--- config.mk ---
export PLATFORM = sky130hd
export DESIGN_NAME = round_pipe_flat
export DESIGN_NICKNAME = d
export VERILOG_FILES = /design/src/rtl/fpu_pkg.sv /design/src/rtl/round_pipe_if.sv /design/src/rtl/clz.sv /design/src/rtl/round_pipe.sv /design/src/flat_wrapper.sv
export SDC_FILE = /design/constraint.sdc
export NUM_CORES = 1
export LEC_CHECK = 0
export BUFFER_PORTS_ARGS = -buffer_cell sky130_fd_sc_hd__buf_2
export CAP_MARGIN = 0
export CORE_ASPECT_RATIO = 1.75
export CORE_MARGIN = 2
export CORE_UTILIZATION = 50
export DETAILED_ROUTE_END_ITERATION = 10
export GPL_TIMING_DRIVEN = 0
export PLACE_DENSITY = 0.68
export SYNTH_ARGS = -nofsm -noshare
export SYNTH_HDL_FRONTEND = slang
export SYNTH_SLANG_ARGS = --single-unit
--- constraint.sdc ---
create_clock -name clk -period 5.9 [get_ports clk]
set_clock_uncertainty 0.2 [all_clocks]
set_input_delay 0 -clock clk [delete_from_list [all_inputs] [get_ports clk]]
set_output_delay 0 -clock clk [all_outputs]
set_load 0.005 [all_outputs]
--- src/rtl/fpu_pkg.sv ---
// fpu_pkg -- shared encodings for the rounding pipeline.
//   * rnd_mode_e : rounding-mode codes carried on rnd_mode (codes 5-7 behave as RNE)
//   * FLAG_*     : bit positions inside the 4-bit flags word {overflow, underflow, inexact, zero}
package fpu_pkg;

    typedef enum logic [2:0] {
        RND_RNE = 3'd0,   // round to nearest, ties to even
        RND_RTZ = 3'd1,   // round toward zero
        RND_RDN = 3'd2,   // round toward -infinity
        RND_RUP = 3'd3,   // round toward +infinity
        RND_RMM = 3'd4    // round to nearest, ties away from zero
    } rnd_mode_e;

    localparam int FLAGS_W   = 4;
    localparam int FLAG_OV   = 3;
    localparam int FLAG_UF   = 2;
    localparam int FLAG_NX   = 1;
    localparam int FLAG_ZERO = 0;

endpackage

--- src/rtl/round_pipe_if.sv ---
// round_pipe_if -- handshake and data bundle of the rounding pipeline.
//   Input side : in_valid/in_ready, sign, exponent[EXP_W], mantissa[DATA_W+3] (G,R,S in [2:0]),
//                rnd_mode[3]
//   Output side: out_valid/out_ready, sign_rnd, exponent_rnd[EXP_W], mantissa_rnd[DATA_W],
//                flags[4] = {overflow, underflow, inexact, zero}
//   master : the producer/consumer environment around the pipeline
//   slave  : the pipeline itself
interface round_pipe_if #(
    parameter int DATA_W = 24,
    parameter int EXP_W  = 8
);
    logic              in_valid;
    logic              in_ready;
    logic              sign;
    logic [EXP_W-1:0]  exponent;
    logic [DATA_W+2:0] mantissa;
    logic [2:0]        rnd_mode;

    logic              out_valid;
    logic              out_ready;
    logic              sign_rnd;
    logic [EXP_W-1:0]  exponent_rnd;
    logic [DATA_W-1:0] mantissa_rnd;
    logic [3:0]        flags;

    modport master (
        output in_valid, sign, exponent, mantissa, rnd_mode, out_ready,
        input  in_ready, out_valid, sign_rnd, exponent_rnd, mantissa_rnd, flags
    );

    modport slave (
        input  in_valid, sign, exponent, mantissa, rnd_mode, out_ready,
        output in_ready, out_valid, sign_rnd, exponent_rnd, mantissa_rnd, flags
    );
endinterface

--- src/rtl/clz.sv ---
// clz -- combinational leading-zero counter.
//   data_i [DATA_W]      : value to scan
//   cnt_o  [CNT_W]       : number of zeros above the most significant one; DATA_W when data_i is 0
module clz #(
    parameter  int DATA_W = 24,
    localparam int CNT_W  = $clog2(DATA_W + 1)
) (
    input  logic [DATA_W-1:0] data_i,
    output logic [CNT_W-1:0]  cnt_o
);

    // Scan upward so the highest set bit is the last one to write the count.
    always_comb begin
        cnt_o = CNT_W'(DATA_W);
        for (int i = 0; i < DATA_W; i++) begin
            if (data_i[i]) begin
                cnt_o = CNT_W'(DATA_W - 1 - i);
            end
        end
    end

endmodule

--- src/rtl/round_pipe.sv ---
// round_pipe -- two-stage rounding and normalising pipeline with valid/ready handshakes.
//   clk   : rising-edge clock
//   rst_n : asynchronous active-low reset, clears all valid, data and flag registers
//   bus   : round_pipe_if.slave (input operand + rnd_mode, rounded result + flags)
// S1 registers the rounded (DATA_W+1)-bit mantissa with its carry; S2 normalises with a single
// clz, applies overflow/underflow saturation and drives the output registers.
// Build option: define ROUND_PIPE_FLAGS_EN to compute and pipeline the flags word; otherwise
// flags is tied to 0 while saturation stays active.
module round_pipe #(
    parameter int DATA_W = 24,
    parameter int EXP_W  = 8
) (
    input  logic         clk,
    input  logic         rst_n,
    round_pipe_if.slave  bus
);
    import fpu_pkg::*;

    localparam int EXT_W = EXP_W + 1;
    localparam int LZC_W = $clog2(DATA_W + 1);
    localparam logic [EXT_W-1:0] EXP_MAX = {1'b0, {EXP_W{1'b1}}};

    function automatic logic round_up(input logic [2:0] mode, input logic sgn,
                                      input logic l, input logic g, input logic r, input logic s);
        logic any;
        any = g | r | s;
        case (mode)
            RND_RTZ: round_up = 1'b0;
            RND_RDN: round_up = sgn & any;
            RND_RUP: round_up = ~sgn & any;
            RND_RMM: round_up = g;
            default: round_up = g & (r | s | l);
        endcase
    endfunction

    function automatic logic exp_saturates(input logic [EXT_W-1:0] e);
        return e >= EXP_MAX;
    endfunction

    // Control
    logic rdy_q;
    logic vld_p1_q, vld_p2_q;
    logic acc_p0, adv_p1, s2_free;

    // S1 state
    logic              sign_p1_q;
    logic [EXP_W-1:0]  exp_p1_q;
    logic [DATA_W:0]   mant_p1_q, mant_p1_d;
    logic              up_p0;

    // S2 state
    logic              sign_p2_q;
    logic [EXP_W-1:0]  exp_p2_q, exp_p2_d;
    logic [DATA_W-1:0] mant_p2_q, mant_p2_d;
    logic [DATA_W-1:0] frac_p1;
    logic [LZC_W-1:0]  lzc_p1;
    logic [EXT_W-1:0]  exp_ext_p1, exp_n_p1;
    logic              ovf_p1, unf_p1, zero_p1;

    // S2 can take a new item when empty or when its current item leaves this cycle.
    assign s2_free      = ~vld_p2_q | bus.out_ready;
    assign adv_p1       = vld_p1_q & s2_free;
    // rdy_q keeps in_ready low under reset and releases it on the first clock afterwards.
    assign bus.in_ready = rdy_q & (~vld_p1_q | s2_free);
    assign acc_p0       = bus.in_valid & bus.in_ready;

    assign up_p0     = round_up(bus.rnd_mode, bus.sign, bus.mantissa[3],
                                bus.mantissa[2], bus.mantissa[1], bus.mantissa[0]);
    assign mant_p1_d = {1'b0, bus.mantissa[DATA_W+2:3]} + {{DATA_W{1'b0}}, up_p0};

    // ---- S1: round decision folded into an incremented mantissa, carry kept ----
    always_ff @(posedge clk or negedge rst_n) begin
        if (!rst_n) begin
            rdy_q     <= 1'b0;
            vld_p1_q  <= 1'b0;
            sign_p1_q <= 1'b0;
            exp_p1_q  <= '0;
            mant_p1_q <= '0;
        end else begin
            rdy_q <= 1'b1;
            if (acc_p0) begin
                vld_p1_q  <= 1'b1;
                sign_p1_q <= bus.sign;
                exp_p1_q  <= bus.exponent;
                mant_p1_q <= mant_p1_d;
            end else if (adv_p1) begin
                vld_p1_q <= 1'b0;
            end
        end
    end

    assign frac_p1    = mant_p1_q[DATA_W-1:0];
    assign exp_ext_p1 = {1'b0, exp_p1_q};

    clz #(.DATA_W(DATA_W)) u_clz (
        .data_i (frac_p1),
        .cnt_o  (lzc_p1)
    );

    // Normalisation: a carry can only come from an all-ones mantissa, so shifting right by one
    // leaves the leading one in place. Otherwise shift left by lzc, or by the exponent alone
    // when lzc would take it below zero.
    always_comb begin
        ovf_p1    = 1'b0;
        unf_p1    = 1'b0;
        zero_p1   = 1'b0;
        exp_n_p1  = '0;
        mant_p2_d = '0;
        if (mant_p1_q == '0) begin
            zero_p1 = 1'b1;
        end else if (mant_p1_q[DATA_W]) begin
            exp_n_p1  = exp_ext_p1 + EXT_W'(1);
            mant_p2_d = mant_p1_q[DATA_W:1];
        end else if (EXT_W'(lzc_p1) > exp_ext_p1) begin
            unf_p1    = 1'b1;
            mant_p2_d = frac_p1 << exp_p1_q;
        end else begin
            exp_n_p1  = exp_ext_p1 - EXT_W'(lzc_p1);
            mant_p2_d = frac_p1 << lzc_p1;
        end
        if (!zero_p1 && !unf_p1 && exp_saturates(exp_n_p1)) begin
            ovf_p1    = 1'b1;
            exp_n_p1  = EXP_MAX;
            mant_p2_d = '0;
        end
        exp_p2_d = exp_n_p1[EXP_W-1:0];
    end

    // ---- S2: normalised, saturated result registers ----
    always_ff @(posedge clk or negedge rst_n) begin
        if (!rst_n) begin
            vld_p2_q  <= 1'b0;
            sign_p2_q <= 1'b0;
            exp_p2_q  <= '0;
            mant_p2_q <= '0;
        end else begin
            if (adv_p1) begin
                vld_p2_q  <= 1'b1;
                sign_p2_q <= sign_p1_q;
                exp_p2_q  <= exp_p2_d;
                mant_p2_q <= mant_p2_d;
            end else if (bus.out_ready) begin
                vld_p2_q <= 1'b0;
            end
        end
    end

    assign bus.out_valid    = vld_p2_q;
    assign bus.sign_rnd     = sign_p2_q;
    assign bus.exponent_rnd = exp_p2_q;
    assign bus.mantissa_rnd = mant_p2_q;

`ifdef ROUND_PIPE_FLAGS_EN
    logic               nx_p1_q;
    logic [FLAGS_W-1:0] flags_p2_q, flags_p2_d;

    // ---- S1: inexact travels with the rounded mantissa ----
    always_ff @(posedge clk or negedge rst_n) begin
        if (!rst_n) begin
            nx_p1_q <= 1'b0;
        end else if (acc_p0) begin
            nx_p1_q <= |bus.mantissa[2:0];
        end
    end

    always_comb begin
        flags_p2_d            = '0;
        flags_p2_d[FLAG_OV]   = ovf_p1;
        flags_p2_d[FLAG_UF]   = unf_p1;
        flags_p2_d[FLAG_NX]   = nx_p1_q;
        flags_p2_d[FLAG_ZERO] = zero_p1;
    end

    // ---- S2: flags register ----
    always_ff @(posedge clk or negedge rst_n) begin
        if (!rst_n) begin
            flags_p2_q <= '0;
        end else if (adv_p1) begin
            flags_p2_q <= flags_p2_d;
        end
    end

    assign bus.flags = flags_p2_q;
`else
    assign bus.flags = '0;
`endif

endmodule

--- src/flat_wrapper.sv ---
// flat-port wrapper written by rule: the top's interface ports become plain ports
module round_pipe_flat import fpu_pkg::*;
#(
    parameter int DATA_W = 24,
    parameter int EXP_W  = 8
)
  (clk, rst_n, bus_in_valid, bus_sign, bus_exponent, bus_mantissa, bus_rnd_mode, bus_out_ready, bus_in_ready, bus_out_valid, bus_sign_rnd, bus_exponent_rnd, bus_mantissa_rnd, bus_flags);
  round_pipe_if #(.DATA_W(DATA_W), .EXP_W(EXP_W)) bus_i ();
  input  logic clk;
  input  logic rst_n;
  input wire logic [$bits(bus_i.in_valid)-1:0] bus_in_valid;
  input wire logic [$bits(bus_i.sign)-1:0] bus_sign;
  input wire logic [$bits(bus_i.exponent)-1:0] bus_exponent;
  input wire logic [$bits(bus_i.mantissa)-1:0] bus_mantissa;
  input wire logic [$bits(bus_i.rnd_mode)-1:0] bus_rnd_mode;
  input wire logic [$bits(bus_i.out_ready)-1:0] bus_out_ready;
  output wire logic [$bits(bus_i.in_ready)-1:0] bus_in_ready;
  output wire logic [$bits(bus_i.out_valid)-1:0] bus_out_valid;
  output wire logic [$bits(bus_i.sign_rnd)-1:0] bus_sign_rnd;
  output wire logic [$bits(bus_i.exponent_rnd)-1:0] bus_exponent_rnd;
  output wire logic [$bits(bus_i.mantissa_rnd)-1:0] bus_mantissa_rnd;
  output wire logic [$bits(bus_i.flags)-1:0] bus_flags;
  assign bus_i.in_valid = bus_in_valid;
  assign bus_i.sign = bus_sign;
  assign bus_i.exponent = bus_exponent;
  assign bus_i.mantissa = bus_mantissa;
  assign bus_i.rnd_mode = bus_rnd_mode;
  assign bus_i.out_ready = bus_out_ready;
  assign bus_in_ready = bus_i.in_ready;
  assign bus_out_valid = bus_i.out_valid;
  assign bus_sign_rnd = bus_i.sign_rnd;
  assign bus_exponent_rnd = bus_i.exponent_rnd;
  assign bus_mantissa_rnd = bus_i.mantissa_rnd;
  assign bus_flags = bus_i.flags;
  round_pipe #(.DATA_W(DATA_W), .EXP_W(EXP_W)) u_core (.clk(clk), .rst_n(rst_n), .bus(bus_i));
endmodule
# [Word-level counts from Yosys, hierarchy flattened]
# Cells that the tools add are included.
[word_totals] elab_cells=83 reg_bits=70 inputBits=43 output_inout_bits=39
[classes] shifts=2 n_addsub=3 order_cmp=2 eq_ne=4 n_bitwise=15 n_reduce_logical=7 n_mux=41
[ops] operator="$mux W5" n=23
[ops] operator="$mux W24" n=4
[ops] operator="$mux W9" n=3
[ops] operator="$add A24 B1 Y25" n=1
[ops] operator="$logic_not A25 Y1" n=1
[ops] operator="$shl A24 B5 Y24" n=1
[ops] operator="$shl A24 B8 Y24" n=1
[ops] operator="$add A8 B1 Y9 const B" n=1
[ops] operator="$ge A9 B8 Y1 const B" n=1
[ops] operator="$sub A8 B5 Y9" n=1
[ops] operator="$gt A5 B8 Y1" n=1
[ops] operator="$mux W1" n=8
[ops] operator="$mux W8" n=1
[ops] operator="$and A1 B1 Y1" n=6
[ops] operator="$eq A3 B2 Y1 const B" n=2
[ops] operator="$or A1 B1 Y1" n=6
[ops] operator="$mux W4" n=1
[ops] operator="$pmux W1 S4" n=1
[ops] operator="$reduce_bool A2 Y1" n=2
[ops] operator="$eq A3 B1 Y1 const B" n=1
[ops] operator="$eq A3 B3 Y1 const B" n=1
[ops] operator="$not A1 Y1" n=3
[ops] operator="$logic_and A1 B1 Y1" n=2
[ops] operator="$logic_not A1 Y1" n=2

# [Logic depth before layout (Yosys ltp)]
[depth] word_depth=32 depth_mapped=18 depth_no_buf=15

# [Modules after synthesis]
# From an unflattened synthesis, not the netlist that was laid out.
[unflattened] cells_unflattened=673 hier_area_um2=5609.1
[by_module_without_submodules] mod="round_pipe" cells_each=625 seq_area_each_um2=1751.7 area_per_inst_um2=5343.9 instances=1
[by_module_without_submodules] mod="clz" cells_each=48 seq_area_each_um2=0.0 area_per_inst_um2=265.3 instances=1

# [Worst setup path after synthesis]
# No wires, ideal clock.
[synth_path] path_kind="register to register" from="register u_core.mant_p1_q[20]" to="register u_core.mant_p2_q[21], in the netlist u_core.bus.mantissa_rnd[21]" required_ns=5.633 path_stages_with_launch=17 period_less_slack_ns=4.220 setup_slack_ns=1.680 n_path_buf=1 setup_time_ns=0.067 arrival_ns=3.953 cell_sequence="dfrtp_1 buf_2 or3_1 nor4_1 nand4b_1 and3_1 ha_1 fa_1 nand2b_1 a21oi_1 nor4b_1 a211oi_1 a211oi_1 a21oi_1 nand2_1 a311oi_1 a221o_1"
[synth_between] elab_chain_cells=12 word_cells_on_any_way=25 cone_classes="add/sub: 1; order compare: 2; shift: 2; mux: 15; reduce/logical: 5"
[synth_rtl] element="start, declared" line_no="round_pipe.sv:48" rtl="logic [DATA_W:0] mant_p1_q, mant_p1_d;"
[synth_rtl] element="start signal, assigned" line_no="round_pipe.sv:85" rtl="mant_p1_q <= mant_p1_d;"
[synth_rtl] element="parallel branches: the longest is 11 deep, another holds $sub A8 B5 Y9"
[synth_rtl] element="$mux W24 *" line_no="round_pipe.sv:121" rtl="if (!zero_p1 && !unf_p1 && exp_saturates(exp_n_p1)) begin"
[synth_rtl] element="end signal, assigned" line_no="round_pipe.sv:141" rtl="mant_p2_q <= mant_p2_d;"
[synth_rtl] element="end, declared" line_no="round_pipe.sv:54" rtl="logic [DATA_W-1:0] mant_p2_q, mant_p2_d;"
# Mark *: on every way between the ends.
# A chain may end at the register's enable or synchronous reset.

# [Final worst setup path]
[layout_path] from="register u_core.mant_p1_q[5]" to="register u_core.mant_p2_q[20], in the netlist u_core.bus.mantissa_rnd[20]"
[layout_between] elab_chain_cells=27 word_cells_on_any_way=40 cone_classes="add/sub: 1; order compare: 2; shift: 2; mux: 30; reduce/logical: 5"
[layout_rtl] element="parallel branches: the longest is 26 deep, another holds $mux W5"
[layout_rtl] element="$mux W24 *" line_no="round_pipe.sv:121"
# Marked as above.

==> impl_results.md <==
- Status: finished with violations
- Failing checks: DRC
- Final hold violation count: 0
- Seq cells post-synth: 70
- Global-route usage over all layers: 34.67%
- Num Clock Sinks: 70
- # diodes: 0
- Critical path's slowest cell: nor4_1
- Fin crit period: 5.470 ns
- TritonCTS clock tree: done
- I/O pins: 82
- Critical path endpoint category: flop
- Area share of the largest cell type after synthesis: between 20% and 30%
- Port Buf Inserts: just under 80
- Relative slew slack: roughly two fifths
- Vias in the first global route: 6,335
- Top-count cell post-synth: dfrtp_1
- Routed len/inst: 21.84 um
- CP required: 5.93 ns
- Share of layout cells above drive strength 1: 18.93%
- Synth area leader: dfrtp_1
- Lkg Pwr: about 3.2 nW
- Count of cell types in the netlist: 83
- Worst path cell trace: clkbuf_1 -> nor4_1 -> nand2b_1 -> a21oi_1 -> inv_1 -> ha_1 -> a21o_1 -> nand2_1 -> clkbuf_1 -> nand4_1 -> o31ai_2 -> buf_2 -> buf_1 -> mux2i_1 -> nor3_1 -> a21oi_1 -> o221a_2 -> a21oi_1
- Final wirelength: 21.41 mm
- Core area: ~12,000 um2
- Die area: 12,620 um2
- Syn Std Cell Area: 5853 um2
- Setup Crit Path Kind: flop to flop
- Skew-Pair Late Insertion Delay: 0.35 ns
- Maximum VDD drop: roughly 170 uV
- Initial antenna violation count: 0
- Top post-synthesis cells by count: 70 x dfrtp_1, 69 x nand2_1, 57 x o21ai_0
- Number of CTS-inserted buffers: 9
- Syn Inst Count: 700
- Clock Pin Slew Worst Setup and Hold Paths: 0.07 ns
- Setup_tns: 0 ns
- Final hold slack: between 0.07 and 0.08 ns
- Startpoint Class: flop
- Starting density of the core: 50.83%
- Via count: approximately 6,200
- Sequential area share after synthesis: 29.93%
- Setup Viol. Count Final: 0
- Die X: 85.79 um
- Average size of a mapped cell: around 8.4 um2
- Drt initial violations: around 550
- TritonRoute pass-1 iters: 8
- Pwr per Cell Area: 349.1 nW/um2
- Delay of the slowest cell on the worst path: 0.49 ns
- Grt total ovfl: 0
- HP Class: input pin to flop
- First-pass GRT wire length: 33.91 mm
- Crit Path Max Fanout: 10
- Largest net degree at the start of global routing: 71
- Most used cell, CP: a21oi_1
- Slew @ Worst Pin: about 0.88 ns
- Top FF cell, synth: dfrtp_1
- Die height: roughly 150 um
- Syn-to-layout area delta: 23.02%
- Max cap viols: 0
- Dominant cells by area after synthesis: dfrtp_1 30%, mux2i_1 5.8%, o21ai_0 4.9%, nand2_1 4.4%, mux2_2 3.8%
- Crit path arrival time: ~5.5 ns
- Nets: 892
- Detail Route Antenna Nets: 0
- Worst reg-to-reg path cell count: 18
- Maximum root-to-sink buffer count: 2
- Period utilisation layout: 92.72%
- Synth Warn #: 0
- Max Fclk: 182.8 MHz
- # rows: 52
- Post-CTS Setup Repair Bufs: 0
- Root buffer cell: clkbuf_16
- Dpl hpwl: about 16 mm
- Async SR Flop Fraction: 100.0%
- Residual DRC: 3
- Slew Limit Fails: 0
- Hold path depth: 4
- H-tree level count: 3
- GP Congestion: about 0.96
- Count of flip-flops with a built-in enable after synthesis: 0
- Avg Vias per Cell: 6.374
- RSZ-0062 raised after global routing: false
==> report_power, final <==
part	internal (W)	total (W)	switching (W)
Clock	0.000289	0.000523	0.000234
Combinational	0.000539	0.00127	0.000728
Sequential	0.000618	0.000724	0.000106
Total	0.00145	0.00251	0.00107
==> worst max-delay path: cells and delay by family (launching register included) <==
kind	cells	cell delay, ns
muxes	1	0.25
adders and majority gates	1	0.36
buffers and inverters	5	1.47
and+or+nand+nor	5	1.08
AOI/OAI and AO/OA	6	1.62
DFF	1	0.37
==> placed cells by master, fill, tap and decap left out, drive strengths merged, types with 4 or more instances in the layout <==
master,count
nand3,37
nand2b,12
nand4,14
a21o,6
or2,4
nor2,44
o31ai,10
xor2,21
nor2b,5
mux2,22
o311a,5
a22oi,14
nor3,11
nand2,69
inv,23
xnor2,10
and3,19
mux2i,34
or4,5
a211oi,10
ha,8
nor4,6
a31oi,6
a21oi,27
a22o,11
o211ai,7
clkbuf,40
conb,5
a221o,5
dlygate4sd3,49
o21ai,60
a211o,6
buf,106
and2,5
a311oi,5
dfrtp,70
==> repair_timing <==
| action | 4_1_cts | 5_1_grt |
|---|---|---|
| gates resized for setup | 0 | 2 |
| hold endpoints to repair | 106 | 0 |
| hold buffers | 49 | 0 |
| endpoints found under the setup margin | 0 | 5 |
==> stage by stage <==
| step | instance area (um2) | total power, W | worst slack [ns] | util (%) | instances |
|---|---|---|---|---|---|
| 5_1_grt | 7201 | 0.002656 | 0.1330 | 62.53 | 980 |
| 3_3_place_gp | 6419 | 0.001916 | 0.5095 | 55.74 | 915 |
| 2_1_floorplan | 5864 | 0.001508 | 1.680 | - | 703 |
| 6_report | 7201 | 0.002514 | 0.4295 | 62.53 | 980 |
| 3_5_place_dp | 6421 | 0.001937 | 0.4693 | 55.76 | 915 |
| 4_1_cts | 7192 | 0.002482 | 0.4212 | 62.45 | 980 |
==> logic make-up (layout without fill, tap and decap cells) <==
logic type / count (synthesis) / count (layout) / synth area share [%]
buffers and inverters: 81 / 223 / 6.648
other: 2 / 5 / 0.1283
adders and majority gates: 9 / 9 / 2.052
AOI/OAI and AO/OA: 205 / 205 / 24.39
xor gates and xnor gates: 31 / 31 / 4.639
DFF: 70 / 70 / 29.93
muxes: 58 / 58 / 10.94
and+or+nand+nor: 244 / 244 / 21.27
==> state kept, by name (all words and copies together), names as in the netlist <==
signal and cells:
u_core.bus.exponent_rnd 8, u_core.bus.mantissa_rnd 24, u_core.bus.out_valid 1, u_core.bus.sign_rnd 1, u_core.exp_p1_q 8, u_core.mant_p1_q 25
u_core.rdy_q 1, u_core.sign_p1_q 1, u_core.vld_p1_q 1
==> path summary, 6_finish.rpt <==
kind / slack, ns / end / startpoint
worst max-delay path: 0.43 / u_core.bus.mantissa_rnd[20] / u_core.mant_p1_q[5]
worst min-delay path: 0.07 / u_core.mant_p1_q[20] / bus_in_valid
max in group asynchronous: 4.81 / u_core.mant_p1_q[9] / rst_n
worst min register to register: 0.27 / u_core.bus.exponent_rnd[4] / u_core.bus.exponent_rnd[4]
worst max register to register: 0.43 / u_core.bus.mantissa_rnd[20] / u_core.mant_p1_q[5]
min in group asynchronous: 0.12 / u_core.bus.exponent_rnd[3] / rst_n
==> layer usage <==
layer,global-route usage [%],vias to the layer above,routed length (um)
li1,-,2878,-
met1,37.42,3008,7884
met2,62.19,272,11130
met3,4.888,89,921
met4,21.35,0,1468
met5,0,-,0
==> layout make-up <==
| type | instances | area (um2) |
|---|---|---|
| Buffer | 60 | 310.3 |
| Clock buffer | 9 | 225.2 |
| Clock inverter | 7 | 55.05 |
| Fill cell | 1002 | 4315 |
| Inverter | 21 | 78.83 |
| Multi-Input combinational cell | 552 | 3732 |
| Sequential cell | 70 | 1752 |
| Tap cell | 135 | 168.9 |
| Timing Repair Buffer | 126 | 878.3 |
(Power assumes the default switching activity.)
